## src/rtl/ram16k_copier_if.sv

```systemverilog
// rtl/ram16k_copier_if.sv - RAM16K port bundle between the copy engine and the RAM
//
// Signals:
//   ram_address  word address driven by the initiator
//   ram_in       write data driven by the initiator
//   ram_load     write enable; the RAM stores ram_in on the rising clock edge
//   ram_out      combinational read data returned by the RAM for ram_address
// Modports:
//   master  copy engine side (drives address/in/load, receives out)
//   slave   RAM side
interface ram16k_copier_if #(
    parameter int ADDR_W = 14,
    parameter int DATA_W = 16
) ();
    logic [ADDR_W-1:0] ram_address;
    logic [DATA_W-1:0] ram_in;
    logic              ram_load;
    logic [DATA_W-1:0] ram_out;

    modport master (
        output ram_address,
        output ram_in,
        output ram_load,
        input  ram_out
    );

    modport slave (
        input  ram_address,
        input  ram_in,
        input  ram_load,
        output ram_out
    );
endinterface

```

## src/rtl/ram16k_copier.sv

```systemverilog
// rtl/ram16k_copier.sv - overlap-safe RAM16K block-copy engine, one word per two cycles
//
// Ports:
//   clk    system clock, rising edge
//   reset  asynchronous active-high reset
//   start  copy request, sampled only while idle
//   src    first source word address
//   dst    first destination word address
//   len    word count; anything above 2^ADDR_W is treated as 2^ADDR_W
//   busy   high while a copy is reading/writing
//   done   one-cycle pulse when a copy (including an empty one) completes
//   ram    RAM16K port (master side)
module ram16k_copier #(
    parameter int ADDR_W = 14,
    parameter int DATA_W = 16
) (
    input  logic              clk,
    input  logic              reset,
    input  logic              start,
    input  logic [ADDR_W-1:0] src,
    input  logic [ADDR_W-1:0] dst,
    input  logic [ADDR_W:0]   len,
    output logic              busy,
    output logic              done,
    ram16k_copier_if.master   ram
);

    typedef enum logic [1:0] {
        IDLE  = 2'd0,
        READ  = 2'd1,
        WRITE = 2'd2,
        DONE  = 2'd3
    } state_t;

    localparam logic [ADDR_W:0]   MAX_LEN = {1'b1, {ADDR_W{1'b0}}};
    localparam logic [ADDR_W:0]   CNT_ONE = {{ADDR_W{1'b0}}, 1'b1};
    localparam logic [ADDR_W-1:0] PTR_ONE = {{(ADDR_W-1){1'b0}}, 1'b1};

    state_t            state;
    state_t            state_next;

    logic [ADDR_W-1:0] src_ptr;
    logic [ADDR_W-1:0] dst_ptr;
    logic [ADDR_W:0]   count;
    logic [DATA_W-1:0] data;
    logic              backward;

    logic [ADDR_W:0]   len_clamped;
    logic [ADDR_W-1:0] len_low;
    logic [ADDR_W-1:0] offset;
    logic              go_backward;

    // A destination that starts inside the source window ahead of it would be
    // clobbered by a forward copy before it is read, so walk from the top down.
    // The full-length case has len_low == 0, making src+len_low-1 == src-1.
    always_comb begin
        len_clamped = (len > MAX_LEN) ? MAX_LEN : len;
        len_low     = len_clamped[ADDR_W-1:0];
        offset      = dst - src;
        go_backward = (offset != '0) && ({1'b0, offset} < len_clamped);
    end

    always_ff @(posedge clk or posedge reset) begin
        if (reset) begin
            state <= IDLE;
        end else begin
            state <= state_next;
        end
    end

    always_comb begin
        state_next      = state;
        busy            = 1'b0;
        done            = 1'b0;
        ram.ram_load    = 1'b0;
        ram.ram_address = '0;
        ram.ram_in      = data;
        case (state)
            IDLE: begin
                if (start) begin
                    state_next = (len_clamped == '0) ? DONE : READ;
                end
            end
            READ: begin
                busy            = 1'b1;
                ram.ram_address = src_ptr;
                state_next      = WRITE;
            end
            WRITE: begin
                busy            = 1'b1;
                ram.ram_address = dst_ptr;
                ram.ram_load    = 1'b1;
                state_next      = (count == CNT_ONE) ? DONE : READ;
            end
            DONE: begin
                done       = 1'b1;
                state_next = IDLE;
            end
            default: state_next = IDLE;
        endcase
    end

    always_ff @(posedge clk or posedge reset) begin
        if (reset) begin
            src_ptr  <= '0;
            dst_ptr  <= '0;
            count    <= '0;
            data     <= '0;
            backward <= 1'b0;
        end else begin
            case (state)
                IDLE: begin
                    if (start) begin
                        backward <= go_backward;
                        count    <= len_clamped;
                        if (go_backward) begin
                            src_ptr <= src + len_low - PTR_ONE;
                            dst_ptr <= dst + len_low - PTR_ONE;
                        end else begin
                            src_ptr <= src;
                            dst_ptr <= dst;
                        end
                    end
                end
                READ: begin
                    data <= ram.ram_out;
                end
                WRITE: begin
                    count <= count - CNT_ONE;
                    if (backward) begin
                        src_ptr <= src_ptr - PTR_ONE;
                        dst_ptr <= dst_ptr - PTR_ONE;
                    end else begin
                        src_ptr <= src_ptr + PTR_ONE;
                        dst_ptr <= dst_ptr + PTR_ONE;
                    end
                end
                default: ;
            endcase
        end
    end

endmodule

```

## src/flat_wrapper.sv

```systemverilog
// flat-port wrapper written by rule: the top's interface ports become plain ports
module ram16k_copier_flat 
#(
    parameter int ADDR_W = 14,
    parameter int DATA_W = 16
)
  (clk, reset, start, src, dst, len, busy, done, ram_ram_address, ram_ram_in, ram_ram_load, ram_ram_out);
  ram16k_copier_if #(.ADDR_W(ADDR_W), .DATA_W(DATA_W)) ram_i ();
  input  logic clk;
  input  logic reset;
  input  logic start;
  input  logic [ADDR_W-1:0] src;
  input  logic [ADDR_W-1:0] dst;
  input  logic [ADDR_W:0] len;
  output logic busy;
  output logic done;
  output wire logic [$bits(ram_i.ram_address)-1:0] ram_ram_address;
  output wire logic [$bits(ram_i.ram_in)-1:0] ram_ram_in;
  output wire logic [$bits(ram_i.ram_load)-1:0] ram_ram_load;
  input wire logic [$bits(ram_i.ram_out)-1:0] ram_ram_out;
  assign ram_ram_address = ram_i.ram_address;
  assign ram_ram_in = ram_i.ram_in;
  assign ram_ram_load = ram_i.ram_load;
  assign ram_i.ram_out = ram_ram_out;
  ram16k_copier #(.ADDR_W(ADDR_W), .DATA_W(DATA_W)) u_core (.clk(clk), .reset(reset), .start(start), .src(src), .dst(dst), .len(len), .busy(busy), .done(done), .ram(ram_i));
endmodule
```

## config.mk

```make
export PLATFORM = sky130hd
export DESIGN_NAME = ram16k_copier_flat
export DESIGN_NICKNAME = d
export VERILOG_FILES = /design/src/rtl/ram16k_copier_if.sv /design/src/rtl/ram16k_copier.sv /design/src/flat_wrapper.sv
export SDC_FILE = /design/constraint.sdc
export NUM_CORES = 1
export LEC_CHECK = 0
export CORE_ASPECT_RATIO = 0.8
export CORE_UTILIZATION = 57
export DETAILED_ROUTE_END_ITERATION = 8
export GPL_ROUTABILITY_DRIVEN = 0
export GPL_TIMING_DRIVEN = 0
export PLACE_DENSITY = 0.92
export SLEW_MARGIN = 25
export SYNTH_ARGS = -nofsm -noshare
export SYNTH_HDL_FRONTEND = slang
export SYNTH_SLANG_ARGS = --single-unit
```

## constraint.sdc

```tcl
create_clock -name clk -period 5.36 [get_ports clk]
set_clock_uncertainty 0.2 [all_clocks]
set_input_delay 1.34 -clock clk [delete_from_list [all_inputs] [get_ports clk]]
set_output_delay 1.34 -clock clk [all_outputs]
set_load 0.05 [all_outputs]
```

==> run summary <==
# Max-Cap Violations = 0
Crit-path max cell delay = 0.59 ns
Drt initial violations = 1172
Post-DR wirelength/cell = 23.10 µm
Final wirelength = 26.27 mm
Slew Limit Fails = 0
Pleak = 4.133 nW
Simple-gate area share of the yosys netlist = 14.30%
Post-Syn Instances = 852
Met2 WL = 11.13 mm
Hold violation total from the final report = 0
Initial antenna violation count = 1
Most frequent cells in the layout = ha_1, inv_1, clkdlybuf4s50_1, a21oi_1, dfrtp_1
Layout Utilization = 78.16%
Most common cell after layout, fill and taps aside = ha_1
Routed length on met3 = 3.637 mm
Top sig layer = met5
CORE AREA = 0.01174 mm²
Largest net degree at the start of global routing = 47
Clk_lat worst skew = 0.35 ns
Crit path buffers/inverters = 5
FF+latch count, synth = 62
Die Ht = 101.2 µm
Crit share post-route = 105.2%
H-tree Lvls = 3
Compound-Gate Fraction of Synth Area = 23.51%
Synth Area per Inst = 8.228 µm²
Final instance area = 0.009173 mm²
Status = complete, but fails checks
Pre-antenna DRT Iters = 6
Critical R2R Launch = u_core.backward
DRC = 0
FFs w/ async S/R, synth = 100.0%
CTS root buf = clkbuf_16
Peak fanout along the critical path = 6
DPL Wire Length = 15.83 mm
Yosys Warn Count = 0
Power per cell area = 608.6 mW/mm²
Clock-pin slew on the worst setup and hold paths = 0.06 ns
Global-route wire length before repair = 35.19 mm
Failing checks = setup timing
IO Pins = 95
Total global-route track usage = 35.86%
Routed met1 length = 9.411 mm
Total CTS buffers = 9
DP Worst Slack = -0.8604 ns
Worst path depth = 20
Nets = 1157
Rel. slew slack = 43.38%
Primary FF master, synth = dfrtp_1
Initial Utilization = 59.73%
Crit-path most repeated cell = buf_6
Synth Net Count = 1025
DR vias = 7810
Fin crit period = 5.640 ns
CP startpoint kind = primary input
Layout cells sized above 1 = 13.75%
Critical Path RT = 5.39 ns
Die X-Extent = 126.0 µm
# setup viols final = 29
Worst-Margin Slew = 0.8436 ns
Total gr overflow = 0
Setup crit start = dst[6]
# diodes = 0
Die footprint = 0.01275 mm²
Total negative slack = -5.778 ns
Post-synth EDFFs = 0
CP Class = primary input to register
CTS tree = built
Clock Path Buffers = 2
Mux share of post-synthesis cell area = 5.622%
Worst EP arrival = 5.67 ns
Post-synthesis adder-cell area fraction = 20.35%
Post-Syn Area = 0.007010 mm²
Detail Route Antenna Nets = 0
Via density = 6.869
Largest family of logic cells by synthesized area = compound AO/OA/AOI/OAI gates
Count of cell types in the netlist = 63
Crit-path cells = clkdlybuf4s50_1 -> ha_4 -> or3_4 -> buf_6 -> o31ai_4 -> xor2_1 -> inv_1 -> ha_2 -> a21oi_2 -> nor2b_1 -> o21ai_1 -> nand2b_1 -> a2111oi_2 -> a221o_1 -> o31a_1 -> buf_6 -> buf_4 -> mux2i_4 -> a21oi_1 -> a21o_1
Worst reg2reg setup slack = 1.11 ns
Placed instance area = 0.008167 mm²
Peak supply drop = 0.0003484 V
R2r worst-path depth = 11
Min-delay worst type = register to register
Num rows = 35
Critical path endpoint category = register
# clock sinks = 62
Reg2reg end = u_core.src_ptr[13]
Number of global-route vias before repair = 6982
Setup crit end = u_core.dst_ptr[5]
Highest clock rate = 177.3 MHz
Setup slack after layout = -0.2804 ns
Top cell family by delay on the critical path = compound AO/OA/AOI/OAI gates
Area Overhead vs Synth = 30.84%
Seq/Total Area, Yosys = 22.13%
Hold depth = 1
Synth Area in XOR/XNOR = 6.871%
Slowest stage cell, crit path = clkdlybuf4s50_1
Input/output buffers = 94
worst min path at each step:
stage                               start  slack [ns]                    end
global route        u_core.ram.ram_in[13]        0.32  u_core.ram.ram_in[13]
finish              u_core.ram.ram_in[10]        0.30  u_core.ram.ram_in[10]
detailed placement       u_core.count[11]        0.29       u_core.count[11]
CTS                 u_core.ram.ram_in[10]        0.31  u_core.ram.ram_in[10]
floorplan                u_core.count[11]        0.25       u_core.count[11]
global placement         u_core.count[11]        0.28       u_core.count[11]
cells in the mapped netlist, drive strengths merged (18+ instances only):
cell    number  area, µm²
clkbuf      19      71.32
nor2        48      180.2
ha         106       1326
nor2b       24      157.6
nand2       52      195.2
mux2i       18      180.2
mux2        19      214.0
a21oi       70      350.3
inv        100      375.4
o21a        25      187.7
o21ai       64      320.3
dfrtp       62       1551
xnor2       38      332.8
nor3        27      145.1
sequential cells by signal, indices dropped and copies added (netlist names):
register / count
u_core.ram.ram_in: 16
u_core.count: 15
u_core.dst_ptr: 14
u_core.src_ptr: 14
u_core.state: 2
u_core.backward: 1
stage by stage:
stage	power (mW)	cells	hold slack, ns
after floorplan	3.471	852	0.2539
after global placement	4.307	1094	0.2815
after detailed placement	4.426	1095	0.2911
after CTS	5.211	1121	0.3058
after global routing	5.846	1137	0.3150
final	5.582	1137	0.3019
where the power goes:
group          internal [mW]  leakage [nW]  switching (mW)
clock network          0.421         0.150           0.225
logic                   1.56          3.25            2.46
registers              0.702         0.738           0.220
timing repair:
action / 4_1_cts / 5_1_grt
resized for setup: 37 / 78
buffers inserted: 8 / 16
cloned: 2 / 0
pin swaps: 8 / 33
setup endpoints to repair: 29 / 29
hold buffers: 0 / 0
layer usage:
| layer | up-vias | track usage [%] |
|---|---|---|
| li1 | 3311 | - |
| met1 | 3542 | 45.80 |
| met2 | 697 | 56.99 |
| met3 | 258 | 9.509 |
| met4 | 2 | 17.42 |
| met5 | - | 0 |
logic make-up after synthesis:
kind of cell | after synthesis
buffers and inverters | 128
AND/OR/NAND/NOR | 202
flip-flops | 62
multiplexers | 37
XOR/XNOR | 55
adder cells (fa/ha/maj) | 111
AO/OA/AOI/OAI | 257
layout make-up:
| class | instances | area [µm²] |
|---|---|---|
| clock buffer | 13 | 250.2 |
| fill | 701 | 2564 |
| sequential | 62 | 1553 |
| buffer | 28 | 150.1 |
| timing repair buffer | 121 | 1246 |
| inverter | 100 | 377.9 |
| clock inverter | 3 | 67.56 |
| multi-input combinational | 662 | 5343 |
| tap | 148 | 185.2 |
No activity file was read; power rests on OpenSTA's default activity.
